### config.mk
export PLATFORM = sky130hd
export DESIGN_NAME = buzzer_seq
export DESIGN_NICKNAME = d
export VERILOG_FILES = /design/src/rtl/buzzer_seq.sv
export SDC_FILE = /design/constraint.sdc
export NUM_CORES = 1
export LEC_CHECK = 0
export ABC_AREA = 0
export CORE_UTILIZATION = 65
export CTS_BUF_LIST = sky130_fd_sc_hd__clkbuf_4 sky130_fd_sc_hd__clkbuf_8 sky130_fd_sc_hd__clkbuf_16
export CTS_CLUSTER_DIAMETER = 150
export DETAILED_ROUTE_END_ITERATION = 10
export PLACE_DENSITY = 0.84
export SYNTH_ARGS = -nofsm -noshare
export SYNTH_HDL_FRONTEND = slang
export SYNTH_SLANG_ARGS = --single-unit
### constraint.sdc
create_clock -name clk -period 5.2 [get_ports clk]
set_input_delay 0.52 -clock clk [delete_from_list [all_inputs] [get_ports clk]]
set_output_delay 0.52 -clock clk [all_outputs]
set_load 0.05 [all_outputs]
### src/rtl/buzzer_seq.sv
// Multi-tone buzzer driver: a writable table of half-period divisors feeds a
// square-wave generator, with fixed-tone, timed-sequence, gated-beep and mute
// modes. The speaker pin, step index and step pulse are all registered.
module buzzer_seq #(
  parameter int unsigned NUM_TONES   = 4,
  parameter int unsigned IDX_W       = 2,
  parameter int unsigned DIV_W       = 24,
  parameter int unsigned DEFAULT_DIV = 28409,
  parameter int unsigned STEP_TICKS  = 25000000
) (
  input  logic             clk,
  input  logic             rst_n,
  input  logic             onoff,
  input  logic [1:0]       mode,
  input  logic [IDX_W-1:0] tone_sel,
  input  logic             wr_en,
  input  logic [IDX_W-1:0] wr_addr,
  input  logic [DIV_W-1:0] wr_data,
  output logic             sp,
  output logic [IDX_W-1:0] step,
  output logic             step_pulse
);

  localparam int unsigned      DCNT_W   = $clog2(STEP_TICKS);
  localparam logic [DCNT_W-1:0] DCNT_MAX = DCNT_W'(STEP_TICKS - 1);
  localparam logic [DIV_W-1:0]  DIV_RST  = DIV_W'(DEFAULT_DIV);
  localparam logic [IDX_W-1:0]  IDX_MAX  = IDX_W'(NUM_TONES - 1);

  typedef enum logic [1:0] {
    ModeFixed = 2'd0,
    ModeSeq   = 2'd1,
    ModeBeep  = 2'd2,
    ModeMute  = 2'd3
  } mode_e;

  // Divisor table and generator state
  logic [DIV_W-1:0]  tbl_q [NUM_TONES];
  logic [DIV_W-1:0]  cur_div_q, cur_div_d;
  logic [DIV_W-1:0]  hcnt_q, hcnt_d;
  logic [DCNT_W-1:0] dcnt_q, dcnt_d;
  logic              gate_q, gate_d;
  logic [IDX_W-1:0]  step_q, step_d;
  logic              sp_q, sp_d;
  logic              pulse_q, pulse_d;

  // Previous-cycle copies of the controls, for change/edge detection
  mode_e             mode_q;
  logic [IDX_W-1:0]  tone_q;
  logic              onoff_q;

  mode_e             mode_cur;
  logic              mode_chg, tone_chg, onoff_rise;
  logic              active, dwell_on, step_evt;
  logic              hard_rst, restart, rest;
  logic [IDX_W-1:0]  step_inc;

  assign mode_cur = mode_e'(mode);
  assign step_inc = (step_q == IDX_MAX) ? '0 : step_q + IDX_W'(1);

  // Restart detection and next-state for step, dwell, gate and generator
  always_comb begin
    mode_chg   = (mode_cur != mode_q);
    tone_chg   = ((mode_cur == ModeFixed) || (mode_cur == ModeBeep)) && (tone_sel != tone_q);
    onoff_rise = onoff && !onoff_q;
    active     = onoff && (mode_cur != ModeMute);
    dwell_on   = active && ((mode_cur == ModeSeq) || (mode_cur == ModeBeep));
    step_evt   = dwell_on && (dcnt_q == DCNT_MAX);
    // Restarts other than a step event also re-phase the dwell counter and gate
    hard_rst   = mode_chg || tone_chg || onoff_rise;
    restart    = hard_rst || step_evt;
    rest       = (cur_div_q == '0) || ((mode_cur == ModeBeep) && !gate_q);

    step_d = step_q;
    if (onoff) begin
      unique case (mode_cur)
        ModeFixed, ModeBeep: step_d = tone_sel;
        ModeSeq: begin
          if (mode_chg || onoff_rise) begin
            step_d = '0;
          end else if (step_evt) begin
            step_d = step_inc;
          end
        end
        ModeMute: step_d = step_q;
      endcase
    end

    // A simultaneous mode change / tone change swallows the step event
    pulse_d = step_evt && !hard_rst;

    dcnt_d = '0;
    gate_d = 1'b1;
    if (active && !hard_rst) begin
      dcnt_d = (dcnt_q == DCNT_MAX) ? '0 : dcnt_q + DCNT_W'(1);
      gate_d = step_evt ? !gate_q : gate_q;
    end

    sp_d      = 1'b0;
    hcnt_d    = '0;
    cur_div_d = tbl_q[step_q];
    if (!active || restart) begin
      // Reads the table before this cycle's write, so a same-cycle write is missed
      cur_div_d = tbl_q[step_d];
    end else if (rest) begin
      cur_div_d = tbl_q[step_q];
    end else if (hcnt_q == cur_div_q - DIV_W'(1)) begin
      sp_d      = !sp_q;
      cur_div_d = tbl_q[step_q];
    end else begin
      sp_d      = sp_q;
      hcnt_d    = hcnt_q + DIV_W'(1);
      cur_div_d = cur_div_q;
    end
  end

  // State registers and table write port
  always_ff @(posedge clk or negedge rst_n) begin
    if (!rst_n) begin
      for (int i = 0; i < int'(NUM_TONES); i++) begin
        tbl_q[i] <= DIV_RST;
      end
      cur_div_q <= DIV_RST;
      hcnt_q    <= '0;
      dcnt_q    <= '0;
      gate_q    <= 1'b1;
      step_q    <= '0;
      sp_q      <= 1'b0;
      pulse_q   <= 1'b0;
      mode_q    <= ModeFixed;
      tone_q    <= '0;
      // Treat onoff as already high so an enabled start-up is not a restart
      onoff_q   <= 1'b1;
    end else begin
      if (wr_en) begin
        tbl_q[wr_addr] <= wr_data;
      end
      cur_div_q <= cur_div_d;
      hcnt_q    <= hcnt_d;
      dcnt_q    <= dcnt_d;
      gate_q    <= gate_d;
      step_q    <= step_d;
      sp_q      <= sp_d;
      pulse_q   <= pulse_d;
      mode_q    <= mode_cur;
      tone_q    <= tone_sel;
      onoff_q   <= onoff;
    end
  end

  assign sp         = sp_q;
  assign step       = step_q;
  assign step_pulse = pulse_q;

endmodule

==> results of run 1 <==
==> per-layer routing <==
metal  wire [um]  global-route usage (%)  part of all wire (%)
met1       10360                   41.12                    43
met2       11530                   50.11                    48
met3        1481                   6.778                   6.2
met4         490                   10.80                   2.1
met5           0                       0                     0
==> final cells by class <==
cell class                 instances  area [um2]
timing repair buffer              54       511.7
sequential                       179        4552
multi-input combinational        722        5560
clock inverter                    15       183.9
fill                            1110        4225
tap                              216       270.3
inverter                          11       41.29
clock buffer                      17       425.4
==> placed cells by master (no fill, tap or decap), drive strengths merged, types with 9 or more instances in the layout <==
cell           Yosys  routed
xnor2             45      45
dfrtp            122     122
inv               11      18
clkdlybuf4s50      0      36
a21oi             53      53
nand2            117     117
nor3              17      17
a2111oi           22      22
mux2              96      96
xor2              32      32
and2              26      26
o211ai            24      24
nor2              41      41
nand4             12      12
dfstp             57      57
buf               17      18
nor4              16      16
or3                9       9
mux4              24      24
nor3b             26      26
nand3             66      66
clkbuf            53      17
o21ai             10      10
==> per-stage QoR <==
stage	area (um2)	power [mW]	worst slack, ns	utilization [%]	hold slack [ns]
finish	11540	4.305	1.007	73.21	0.2012
global route	11540	4.499	0.7730	73.21	0.2708
CTS	11540	4.310	1.010	73.21	0.2310
detailed placement	10940	2.989	1.041	69.34	0.4534
global placement	10940	2.945	1.132	69.34	0.4486
floorplan	10460	2.699	1.765	-	0.2244
==> power by group <==
part / switching [mW] / internal [mW] / total, mW
combinational: 0.508 / 0.525 / 1.03
sequential: 0.297 / 1.67 / 1.97
clock: 0.613 / 0.690 / 1.30
total: 1.42 / 2.89 / 4.30
==> how the worst max path moves through the flow <==
stage,slack (ns),to
global placement,1.13,cur_div_q[2]
finish,1.01,cur_div_q[2]
detailed placement,1.04,cur_div_q[2]
global route,0.77,cur_div_q[1]
floorplan,1.77,cur_div_q[18]
CTS,1.01,cur_div_q[2]
==> cells by family (layout without fill, tap and decap cells) <==
| kind of cell | after synthesis | after routing | share of synthesized area (%) |
|---|---|---|---|
| xor+xnor | 77 | 77 | 6.446 |
| compound gates | 136 | 136 | 10.88 |
| mux | 123 | 123 | 15.79 |
| flops | 179 | 179 | 43.49 |
| fa+ha+maj | 8 | 8 | 0.9567 |
| simple gates | 378 | 378 | 18.86 |
| buf+inv | 81 | 97 | 3.576 |
==> registers in the layout, indices dropped and copies added, names as in the netlist <==
name        flops
gate_q          1
cur_div_q      24
mode_q          2
hcnt_q         24
step            2
sp              1
tbl_q          96
tone_q          2
dcnt_q         25
onoff_q         1
step_pulse      1
==> key figures, run 1 <==
Outcome
  – Status: completed

Detailed routing
  – Vias per cell: 6.433
  – Drt total wl: 23,860 um
  – DR WL/cell: 19.65 um
  – DRC errors left: 0
  – Initial DRC Count: 734
  – Detailed Routing Iterations Pass 1: 4
  – Vias: 7,810
  – Post-DRT Antenna Nets: 0

Logic synthesis
  – Seq/Total Area, Yosys: 43.49%
  – Cell taking the most area after synthesis: dfrtp_1
  – Warnings, synthesis: 0
  – Ys flop type: dfrtp_1
  – Top post-synthesis cells by area: dfrtp_1 29%, dfstp_2 14%, mux2_2 10%
  – FF+latch count, synth: 179
  – Top cells by count, synth: 122 x dfrtp_1, 117 x nand2_1, 96 x mux2_2
  – Post-Syn Area: 10,460 um2
  – Yosys cell types: 61
  – Post-synth ARST share: 100.0%
  – Cell with the most instances after synthesis: dfrtp_1
  – Syn Nets: 1,024
  – Average size of a mapped cell: 10.65 um2
  – Synth top area share: 29.18%
  – Cell count after synthesis: 982
  – Post-synth EDFFs: 0

Run
  – MaxCap Viol Count: 0

Worst setup path
  – Critical Path Source: cur_div_q[1]
  – Critical path class: reg2reg
  – Slowest stage delay, CP: 0.96 ns
  – Critical R2R Launch: cur_div_q[1]
  – Worst path required time: 5.51 ns
  – CP bufs+invs: 2
  – Critical path's slowest cell: or4_2
  – Reg2reg end: cur_div_q[2]
  – R2R cell count: 11
  – Crit path depth: 11
  – Top delay family on crit path: simple AND/OR/NAND/NOR gates
  – Worst R2R Setup Slack: 1.01 ns
  – Crit end category: flip-flop
  – Startpoint Class: flip-flop
  – CP Data Arrival Time: 4.50 ns
  – Critical path cell sequence: inv_1 -> ha_1 -> or3b_2 -> nor4_4 -> a21bo_1 -> a2111oi_2 -> nand4b_1 -> or4_2 -> buf_4 -> nand3_1 -> o211ai_2
  – Crit path max fanout: 33

CTS
  – Clk sinks: 179
  – Hold buffer count at CTS: 0
  – CTS H-tree depth: 4
  – Cts repair resizes: 0
  – TritonCTS clock tree: built
  – Inserted Clock Buffers: 17
  – Clk buf depth: 2
  – Post-CTS Setup Bufs: 0
  – Worst-path clk slew: 0.07 ns
  – Root buf cell: clkbuf_16
  – Worst skew pair latency: 0.44 ns

Finish
  – P&R area growth vs syn: 10.34%
  – Antenna fix cells: 0
  – Layout Nets: 1,027
  – Non-Filler Instances: 1,214
  – Share of cells above drive strength 1: 28.16%

Timing
  – Worst Tran Pin Value: 1.147 ns
  – Final hold violations: 0
  – Setup TNS: 0 ns
  – Slew Viols, Final: 0
  – Worst Skew: 0.01135 ns
  – Max-slew headroom: 23.47%
  – Final min period: 4.193 ns
  – Tcrit/Tclk final: 80.63%
  – Fmax: 238.5 MHz
  – RSZ-0062 raised after global routing: no
  – Final Setup Violations: 0

GRT
  – Vias in the first global route: 7,960
  – GR Util All Layers: 30.86%
  – Antenna violations before repair: 0
  – First-pass GRT wire length: 39,830 um
  – Largest net degree at the start of global routing: 102
  – Total global routing overflow: 0

Power and ir drop
  – Power Density: 372.9 nW/um2
  – Maximum vdd drop: 0.2844 mV
  – Leakage power figure: 4.427 nW

Die
  – Die height: 128.9 um
  – Initial Util: 66.34%
  – Die width: 128.9 um
  – Die area: 16,610 um2
  – # IOs: 38
  – Area of the core: 15,770 um2
  – Row Count: 46

Placed design
  – HPWL Detailed: 15,250 um
  – # port buffers: 37
  – Placed insts: 1,182
  – Gpl congestion: 0.8641

Worst hold path
  – Hold Path Class: in2async
No activity file was read; power rests on OpenSTA's default activity.
==> inputs of run 2 (changes only) <==
- CORE_UTILIZATION: 65 -> 56
- PLACE_DENSITY: 0.84 -> 0.77
- clock period: 5.2 -> 3.4 ns (I/O delays scaled with it)
==> key figures, run 2 (synthesized netlist as in run 1, its figures left out) <==
Timing
  – Worst Skew: 0.01129 ns (was 0.01135 ns)
  – Final Setup Violations: 0 (unchanged)
  – Max-slew headroom: 47.14% (was 23.47%)
  – Final min period: 3.245 ns (was 4.193 ns)
  – Worst Tran Pin Value: 0.7929 ns (was 1.147 ns)
  – Tcrit/Tclk final: 95.43% (was 80.63%)
  – RSZ-0062 raised after global routing: no (unchanged)
  – Setup TNS: 0 ns (unchanged)
  – Final hold violations: 0 (unchanged)
  – Slew Viols, Final: 0 (unchanged)
  – Fmax: 308.2 MHz (was 238.5 MHz)

Placed design
  – # port buffers: 37 (unchanged)
  – Dpl cell area: 11,310 um2 (was 10,940 um2)
  – Gpl congestion: 0.9137 (was 0.8641)
  – HPWL Detailed: 15,620 um (was 15,250 um)

Die
  – Die area: 19,230 um2 (was 16,610 um2)
  – Row Count: 49 (was 46)
  – Initial Util: 57.65% (was 66.34%)
  – Die width: 138.7 um (was 128.9 um)
  – Die height: 138.7 um (was 128.9 um)
  – Area of the core: 18,150 um2 (was 15,770 um2)
  – # IOs: 38 (unchanged)

GRT
  – Antenna violations before repair: 0 (unchanged)
  – First-pass GRT wire length: 40,160 um (was 39,830 um)
  – GR Util All Layers: 26.18% (was 30.86%)
  – Total global routing overflow: 0 (unchanged)
  – Vias in the first global route: 7,844 (was 7,960)
  – Largest net degree at the start of global routing: 68 (was 102)

Worst setup path
  – Startpoint Class: flip-flop (unchanged)
  – Slowest stage delay, CP: 0.53 ns (was 0.96 ns)
  – Critical path's slowest cell: dfstp_2 (was or4_2)
  – CP Data Arrival Time: 3.56 ns (was 4.50 ns)
  – CP bufs+invs: 3 (was 2)
  – Top delay family on crit path: simple AND/OR/NAND/NOR gates (unchanged)
  – Worst path required time: 3.72 ns (was 5.51 ns)
  – Crit end category: flip-flop (unchanged)
  – Critical path cell sequence: inv_1 -> ha_1 -> or3b_4 -> nor4_4 -> buf_4 -> or3_1 -> a2111oi_2 -> nand4b_1 -> or4_4 -> buf_12 -> a311o_1 (was inv_1 -> ha_1 -> or3b_2 -> nor4_4 -> a21bo_1 -> a2111oi_2 -> nand4b_1 -> or4_2 -> buf_4 -> nand3_1 -> o211ai_2)
  – Crit path max fanout: 29 (was 33)
  – Critical path class: reg2reg (unchanged)

Finish
  – Most common cell after layout, fill and taps aside: dfrtp_1 (unchanged)
  – Regs by FF count: tbl_q (96), dcnt_q (25) (unchanged)
  – P&R area growth vs syn: 14.31% (was 10.34%)
  – Antenna fix cells: 0 (unchanged)
  – Commonest cells after routing, fill and taps aside: 121 x dfrtp_1, 117 x nand2_1, 96 x mux2_2, 66 x nand3_1, 57 x dfstp_2 (unchanged)
  – Layout Nets: 1,063 (was 1,027)
  – Largest Register: tbl_q (unchanged)
  – Max reg flops: 96 (unchanged)
  – Final instance area: 11,960 um2 (was 11,540 um2)
  – Share of cells above drive strength 1: 30.66% (was 28.16%)
  – Final core occ: 65.91% (was 73.21%)
  – Filler cells: 1,369 (was 1,110)

Detailed routing
  – Initial DRC Count: 595 (was 734)
  – Drt total wl: 23,630 um (was 23,860 um)
  – Vias per cell: 6.196 (was 6.433)
  – DRC errors left: 4 (was 0)
  – DR WL/cell: 18.71 um (was 19.65 um)
  – Detailed Routing Iterations Pass 1: 8 (was 4)
  – Vias: 7,826 (was 7,810)
  – Post-DRT Antenna Nets: 0 (unchanged)

CTS
  – Worst-path clk slew: 0.07 ns (about the same)
  – Post-CTS Setup Bufs: 0 (unchanged)
  – Clk sinks: 179 (unchanged)
  – CTS H-tree depth: 4 (unchanged)
  – Root buf cell: clkbuf_16 (unchanged)
  – TritonCTS clock tree: built (unchanged)
  – Clk buf depth: 2 (unchanged)
  – Inserted Clock Buffers: 17 (unchanged)
  – Worst skew pair latency: 0.44 ns (about the same)

Outcome
  – Status: complete, but fails checks (was completed)
  – Failing checks: design-rule violations

Power and ir drop
  – Power Density: 567.3 nW/um2 (was 372.9 nW/um2)
  – Leakage power figure: 4.657 nW (was 4.427 nW)
  – Pwr Total: 6.785 mW (was 4.305 mW)
  – Maximum vdd drop: 0.4049 mV (was 0.2844 mV)

Worst hold path
  – Hold Path Class: in2reg (was in2async)

Run
  – MaxCap Viol Count: 0 (unchanged)
run 2: changes by cell type in the layout (fill, tap and decap cells not counted), sizes merged:
cell / change
clkbuf: +2
clkinv: -6
inv: +4
dlygate4sd3: +1
buf: +35
run 2: area by class of cell:
type,instances,area [um2],share of cell area [%]
clock inverters,13,146.4,1.224
clock buffers,19,464.2,3.881
repair buffers,90,884.6,7.396
inverters,11,41.29,0.3452
flip-flops and latches,179,4552,38.06
multi-input cells,722,5585,46.70
well taps,229,286.5,2.396
run 2: what timing repair did:
| action | CTS | global route |
|---|---|---|
| endpoints found under the setup margin | 8 | 24 |
| pin swaps | 0 | 1 |
| resized for setup | 1 | 5 |
| endpoints found under the hold margin | 45 | 0 |
| hold buffers | 1 | 0 |
| gates cloned | 0 | 0 |
run 2: stage by stage:
step	instances	setup slack (ns)	hold WS, ns
global route	1263	0.02659	0.3873
floorplan	982	0.01338	0.04441
global placement	1230	0.02000	0.3936
finish	1263	0.1554	0.3834
detailed placement	1230	-0.04593	0.4005
CTS	1263	0.1077	0.3700
run 2: metal layers:
layer | track usage [%] | wire length [um]
met5 | 0 | 0
met4 | 8.596 | 437
met3 | 5.283 | 1231
met2 | 42.35 | 11180
met1 | 35.53 | 10780
run 2: power by group:
| group | total [mW] | internal, mW | switching [mW] |
|---|---|---|---|
| logic | 1.86 | 0.940 | 0.922 |
| registers | 2.88 | 2.55 | 0.322 |
| clock network | 2.05 | 1.11 | 0.933 |
run 2: worst register-to-register path: cells and delay by family, from the launching register on:
family / cells / cell delay, ns
AND/OR/NAND/NOR: 5 / 1.34
flip-flops: 1 / 0.53
buffers and inverters: 3 / 0.40
adder cells (fa/ha/maj): 1 / 0.19
AO/OA/AOI/OAI: 2 / 0.67
run 2: path summary, 6_finish.rpt:
kind,startpoint,endpoint,slack (ns),cells after the start
max,cur_div_q[0],cur_div_q[18],0.16,11
min,onoff,onoff_q,0.38,1
max reg2reg,cur_div_q[0],cur_div_q[18],0.16,11
min reg2reg,dcnt_q[0],dcnt_q[0],0.47,1
max in group asynchronous,rst_n,gate_q,2.10,3
min in group asynchronous,rst_n,hcnt_q[4],0.50,2
==> RTL edit 1, RTL diff (settings of run 2) <==
Add an input register stage for `onoff`, `mode`, `tone_sel`, `wr_en`, `wr_addr` and `wr_data`; this delays them by one clock.
--- a/src/rtl/buzzer_seq.sv
+++ b/src/rtl/buzzer_seq.sv
@@ -35,2 +35,18 @@
 
+  logic onoff_r;
+  logic [1:0] mode_r;
+  logic [IDX_W-1:0] tone_sel_q;
+  logic wr_en_q;
+  logic [IDX_W-1:0] wr_addr_q;
+  logic [DIV_W-1:0] wr_data_q;
+
+  always_ff @(posedge clk) begin
+    onoff_r    <= onoff;
+    mode_r     <= mode;
+    tone_sel_q <= tone_sel;
+    wr_en_q    <= wr_en;
+    wr_addr_q  <= wr_addr;
+    wr_data_q  <= wr_data;
+  end
+
   // Divisor table and generator state
@@ -56,3 +72,3 @@
 
-  assign mode_cur = mode_e'(mode);
+  assign mode_cur = mode_e'(mode_r);
   assign step_inc = (step_q == IDX_MAX) ? '0 : step_q + IDX_W'(1);
@@ -62,5 +78,5 @@
     mode_chg   = (mode_cur != mode_q);
-    tone_chg   = ((mode_cur == ModeFixed) || (mode_cur == ModeBeep)) && (tone_sel != tone_q);
-    onoff_rise = onoff && !onoff_q;
-    active     = onoff && (mode_cur != ModeMute);
+    tone_chg   = ((mode_cur == ModeFixed) || (mode_cur == ModeBeep)) && (tone_sel_q != tone_q);
+    onoff_rise = onoff_r && !onoff_q;
+    active     = onoff_r && (mode_cur != ModeMute);
     dwell_on   = active && ((mode_cur == ModeSeq) || (mode_cur == ModeBeep));
@@ -73,5 +89,5 @@
     step_d = step_q;
-    if (onoff) begin
+    if (onoff_r) begin
       unique case (mode_cur)
-        ModeFixed, ModeBeep: step_d = tone_sel;
+        ModeFixed, ModeBeep: step_d = tone_sel_q;
         ModeSeq: begin
@@ -133,4 +149,4 @@
     end else begin
-      if (wr_en) begin
-        tbl_q[wr_addr] <= wr_data;
+      if (wr_en_q) begin
+        tbl_q[wr_addr_q] <= wr_data_q;
       end
@@ -144,4 +160,4 @@
       mode_q    <= mode_cur;
-      tone_q    <= tone_sel;
-      onoff_q   <= onoff;
+      tone_q    <= tone_sel_q;
+      onoff_q   <= onoff_r;
     end
Function: changed (a bounded check fails within 4 cycles, from zero or initial values and one cycle with rst_n low).
==> RTL edit 1 against run 2 <==
Sequential cell count is 32 higher. Worst setup slack gained 0.19 ns. Power grew 11%. Design area is 0.59% higher. Area after synthesis grew 0.85%. Die area grew 0.84%. Wire length down 13%. Critical path type unchanged. Critical endpoint is now cur_div_q[17].
==> RTL edit 1: results (changes against run 2) <==
post-DR vias/cell=5.83 (was 6.20); Pleak=4.88 nW (was 4.66 nW); Signal buf overhead=4.71% (was 7.40%); routed length on met3=657 um (was 1.23 mm); PostCTS Resize Cnt=0 (was 1); Worst Skew=0.0249 ns (was 0.0113 ns); top cells by count, synth=122 x dfrtp_1, 97 x mux2_2, 81 x nor2_1, 57 x dfstp_2, 51 x mux2i_1 (was 122 x dfrtp_1, 117 x nand2_1, 96 x mux2_2, 66 x nand3_1, 57 x dfstp_2); largest net degree at the start of global routing=78 (was 68); slowest stage delay, CP=0.57 ns (was 0.53 ns); Peak VDD IR=0.000531 V (was 0.000405 V); met3 Use GR=2.62% (was 5.28%); layout cell share with drive strength beyond 1=31.9% (was 30.7%); count of plain and timing-repair buffers=56 (was 90); routed wire length per instance=18.0 um (was 18.7 um); register area=5190 um^2 (was 4550 um^2); post-synthesis async set-or-reset flop share=84.8% (was 100%); Core ar.=18200 um^2 (was 18100 um^2); total track usage=22.2% (was 26.2%); Design Area, Final=12000 um^2 (about the same); multi-input gates=581 (was 722); area of the multi-input gates=5050 um^2 (was 5590 um^2); status=finished clean (was finished with violations); FF+latch count, synth=211 (was 179); Routed WL=20.5 mm (was 23.6 mm); Fill cells=1296 (was 1369); Detail Placement HPWL=13.1 mm (was 15.6 mm); GR met2 Demand/Resource=34.9% (was 42.3%); cts bufs inserted=24 (was 17); Metal-1 WL=9.78 mm (was 10.8 mm); Final nets=932 (was 1063); hold path startpoint=wr_data[20] (was onoff); Layout clock area frac=7.28% (was 5.11%); placed instance count=1092 (was 1230); gp weighted congestion=0.839 (was 0.914)
RTL edit 1: cell types whose count changed in the layout (fill, tap and decap cells not counted), sizes merged, moves of 34 or more:
cell and change:
a21oi -42, buf -34, mux2i +48, nand2 -68
nand3 -42, nor2 +40
RTL edit 1: kinds of logic (layout without fill, tap and decap cells):
family / after synthesis / count (layout) / share of synthesized area (%)
and+or+nand+nor: 234 / 234 / 11.8
adders and majority gates: 8 / 8 / 0.949
muxes: 197 / 197 / 23.8
AOI/OAI and AO/OA: 67 / 67 / 4.84
buffers and inverters: 58 / 116 / 3.17
DFF: 211 / 211 / 49.2
xor gates and xnor gates: 75 / 75 / 6.23
RTL edit 1: worst max-delay path: cells and delay by family, from the launching register on:
family                 cells  cell delay, ns
and+or+nand+nor            3            0.95
AOI/OAI and AO/OA          3            0.64
muxes                      2            0.60
DFF                        1            0.45
buffers and inverters      1            0.27
==> RTL edit 2, RTL diff (settings of run 2) <==
Without the edit above. The parameter `IDX_W` goes from 2 to 1.
--- a/src/rtl/buzzer_seq.sv
+++ b/src/rtl/buzzer_seq.sv
@@ -5,3 +5,3 @@
   parameter int unsigned NUM_TONES   = 4,
-  parameter int unsigned IDX_W       = 2,
+  parameter int unsigned IDX_W       = 1,
   parameter int unsigned DIV_W       = 24,
Interface: changed (resized step, tone_sel and wr_addr); port bits go from 38 to 35. The function was not compared with the original's and may differ.
==> RTL edit 2 against run 2 <==
The flow finishes with violations (hold timing). Core utilization rose by 3.9 points. Non-clock buffer count shrank 28. Sequential power fell by 33%. Wire length is 40% lower. Worst setup slack got worse by 0.10 ns. Hold slack lost 0.40 ns. Power fell by 34%. Via count shrank 40%. Area after synthesis is 36% lower. Design area is 33% lower. Synthesized cell count fell by 40%. Die area down 36%. Sequential cell count fell by 50. Largest cell class unchanged. Largest power group unchanged.
==> RTL edit 2: results (changes against run 2) <==
pre-CTS setup slack=0.0174 ns (was -0.0459 ns); violated checks=hold timing (was DRC); RR Startpoint=cur_div_q[0] (unchanged); slowest stage delay, CP=0.47 ns (was 0.53 ns); status=finished with violations (unchanged); Metal-1 WL=6.32 mm (was 10.8 mm); top flop regs=tbl_q: 48 flops, dcnt_q: 25 flops (was tbl_q: 96 flops, dcnt_q: 25 flops); Pre-antenna DRT Iters=4 (was 8); GR met2 Demand/Resource=38.9% (was 42.3%); I/O Buffers=34 (was 37); final hold slack=-0.0140 ns (was 0.383 ns); met3 Use GR=5.80% (was 5.28%); Fill cells=812 (was 1369); reg-to-reg slack, setup=0.05 ns (was 0.16 ns); met2 wire length=7.00 mm (was 11.2 mm); R2R Path End=cur_div_q[8] (was cur_div_q[18]); Max FO, Critical Path=16 (was 29); Detail Placement HPWL=9.33 mm (was 15.6 mm); CP max-delay cell=or4_4 (was dfstp_2); routed length on met3=501 um (was 1.23 mm); Final nets=692 (was 1063); Slew headroom=25.8% (was 47.1%); Pleak=3.25 nW (was 4.66 nW); switching power total=1.14 mW (was 2.18 mW); clock latency on the worst-skew pair=0.42 ns (was 0.44 ns); Hold Fails Final Rpt=3 (was 0); Worst Hold Class=input port to async pin (was input port to flop); total track usage=24.4% (was 26.2%); top cells by count, synth=94 x dfrtp_1, 73 x mux2_2, 63 x nor2_1, 39 x xor2_1, 35 x dfstp_2 (was 122 x dfrtp_1, 117 x nand2_1, 96 x mux2_2, 66 x nand3_1, 57 x dfstp_2); post-DR vias/cell=5.80 (was 6.20); Syn Area/Cell=11.3 um^2 (was 10.7 um^2); routed wire length per instance=17.4 um (was 18.7 um); Peak VDD IR=0.000736 V (was 0.000405 V); Post-Syn Nets=632 (was 1024); Ant. Diodes=0 (unchanged); Worst Path Arrival=3.65 ns (was 3.56 ns); vias in the first global route=4885 (was 7844); Iter 0 DRT Violations=231 (was 595); Worst Skew=0.00856 ns (was 0.0113 ns); GR Util met1=31.9% (was 35.5%); Design Area, Final=8040 um^2 (was 12000 um^2); Ys Warns=0 (unchanged); Cell Area, Placed=7250 um^2 (was 11300 um^2); layout cell share with drive strength beyond 1=28.4% (was 30.7%); cts bufs inserted=17 (unchanged); global-route wire length before repair=23.6 mm (was 40.2 mm); top post-synthesis cells by area=dfrtp_1 35%, dfstp_2 14%, mux2_2 12% (was dfrtp_1 29%, dfstp_2 14%, mux2_2 10%); Yosys cell types=52 (was 61); vias=4695 (was 7826); sequential element share of the synthesized area=49.0% (was 43.5%); placed instance count=767 (was 1230); gp weighted congestion=0.845 (was 0.914)
RTL edit 2: changes by cell type after synthesis, sizes merged, moves of 24 or more:
cell    before  now
a21oi       53    8
and2        26    0
clkbuf      53   13
dfrtp      122   94
mux4        24    0
nand2      117   31
nand3       66   20
o211ai      24    0
RTL edit 2: area by class of cell:
type / instances / area share (%)
flip-flops and latches: 129 / 40.7
well taps: 143 / 2.23
repair buffers: 62 / 7.81
clock buffers: 26 / 6.44
multi-input cells: 430 / 41.2
inverters: 13 / 0.607
clock inverters: 6 / 0.996
RTL edit 2: logic make-up (layout without fill, tap and decap cells):
| group | Yosys count | count (layout) | synth area share (%) |
|---|---|---|---|
| simple gates | 216 | 216 | 17.4 |
| xor+xnor | 73 | 73 | 9.78 |
| buf+inv | 34 | 107 | 2.44 |
| flops | 129 | 129 | 49.0 |
| compound gates | 36 | 36 | 3.60 |
| fa+ha+maj | 7 | 7 | 1.31 |
| mux | 98 | 98 | 16.4 |
RTL edit 2: worst max path at each step:
stage	from	end	slack, ns	depth (start not counted)
detailed placement	cur_div_q[1]	cur_div_q[19]	0.02	9
CTS	cur_div_q[1]	cur_div_q[19]	0.03	9
floorplan	cur_div_q[1]	cur_div_q[15]	0.26	9
finish	cur_div_q[0]	cur_div_q[8]	0.05	11
global placement	cur_div_q[2]	cur_div_q[15]	0.10	8
global route	cur_div_q[0]	cur_div_q[8]	-0.11	11
RTL edit 2: power by group through the flow:
stage               registers [mW]  logic, mW  clock network [mW]
floorplan                     1.88      0.495                   0
finish                        1.94      0.720                1.82
global route                  1.97      0.786                1.93
global placement              1.94      0.629                   0
detailed placement            1.95      0.659                   0
CTS                           1.93      0.673                1.84
RTL edit 2: timing repair:
item,in CTS,in global routing
endpoints found under the setup margin,3,39
gates resized for setup,1,14
buffers inserted,0,8
pin swaps,0,4
cloned,1,1
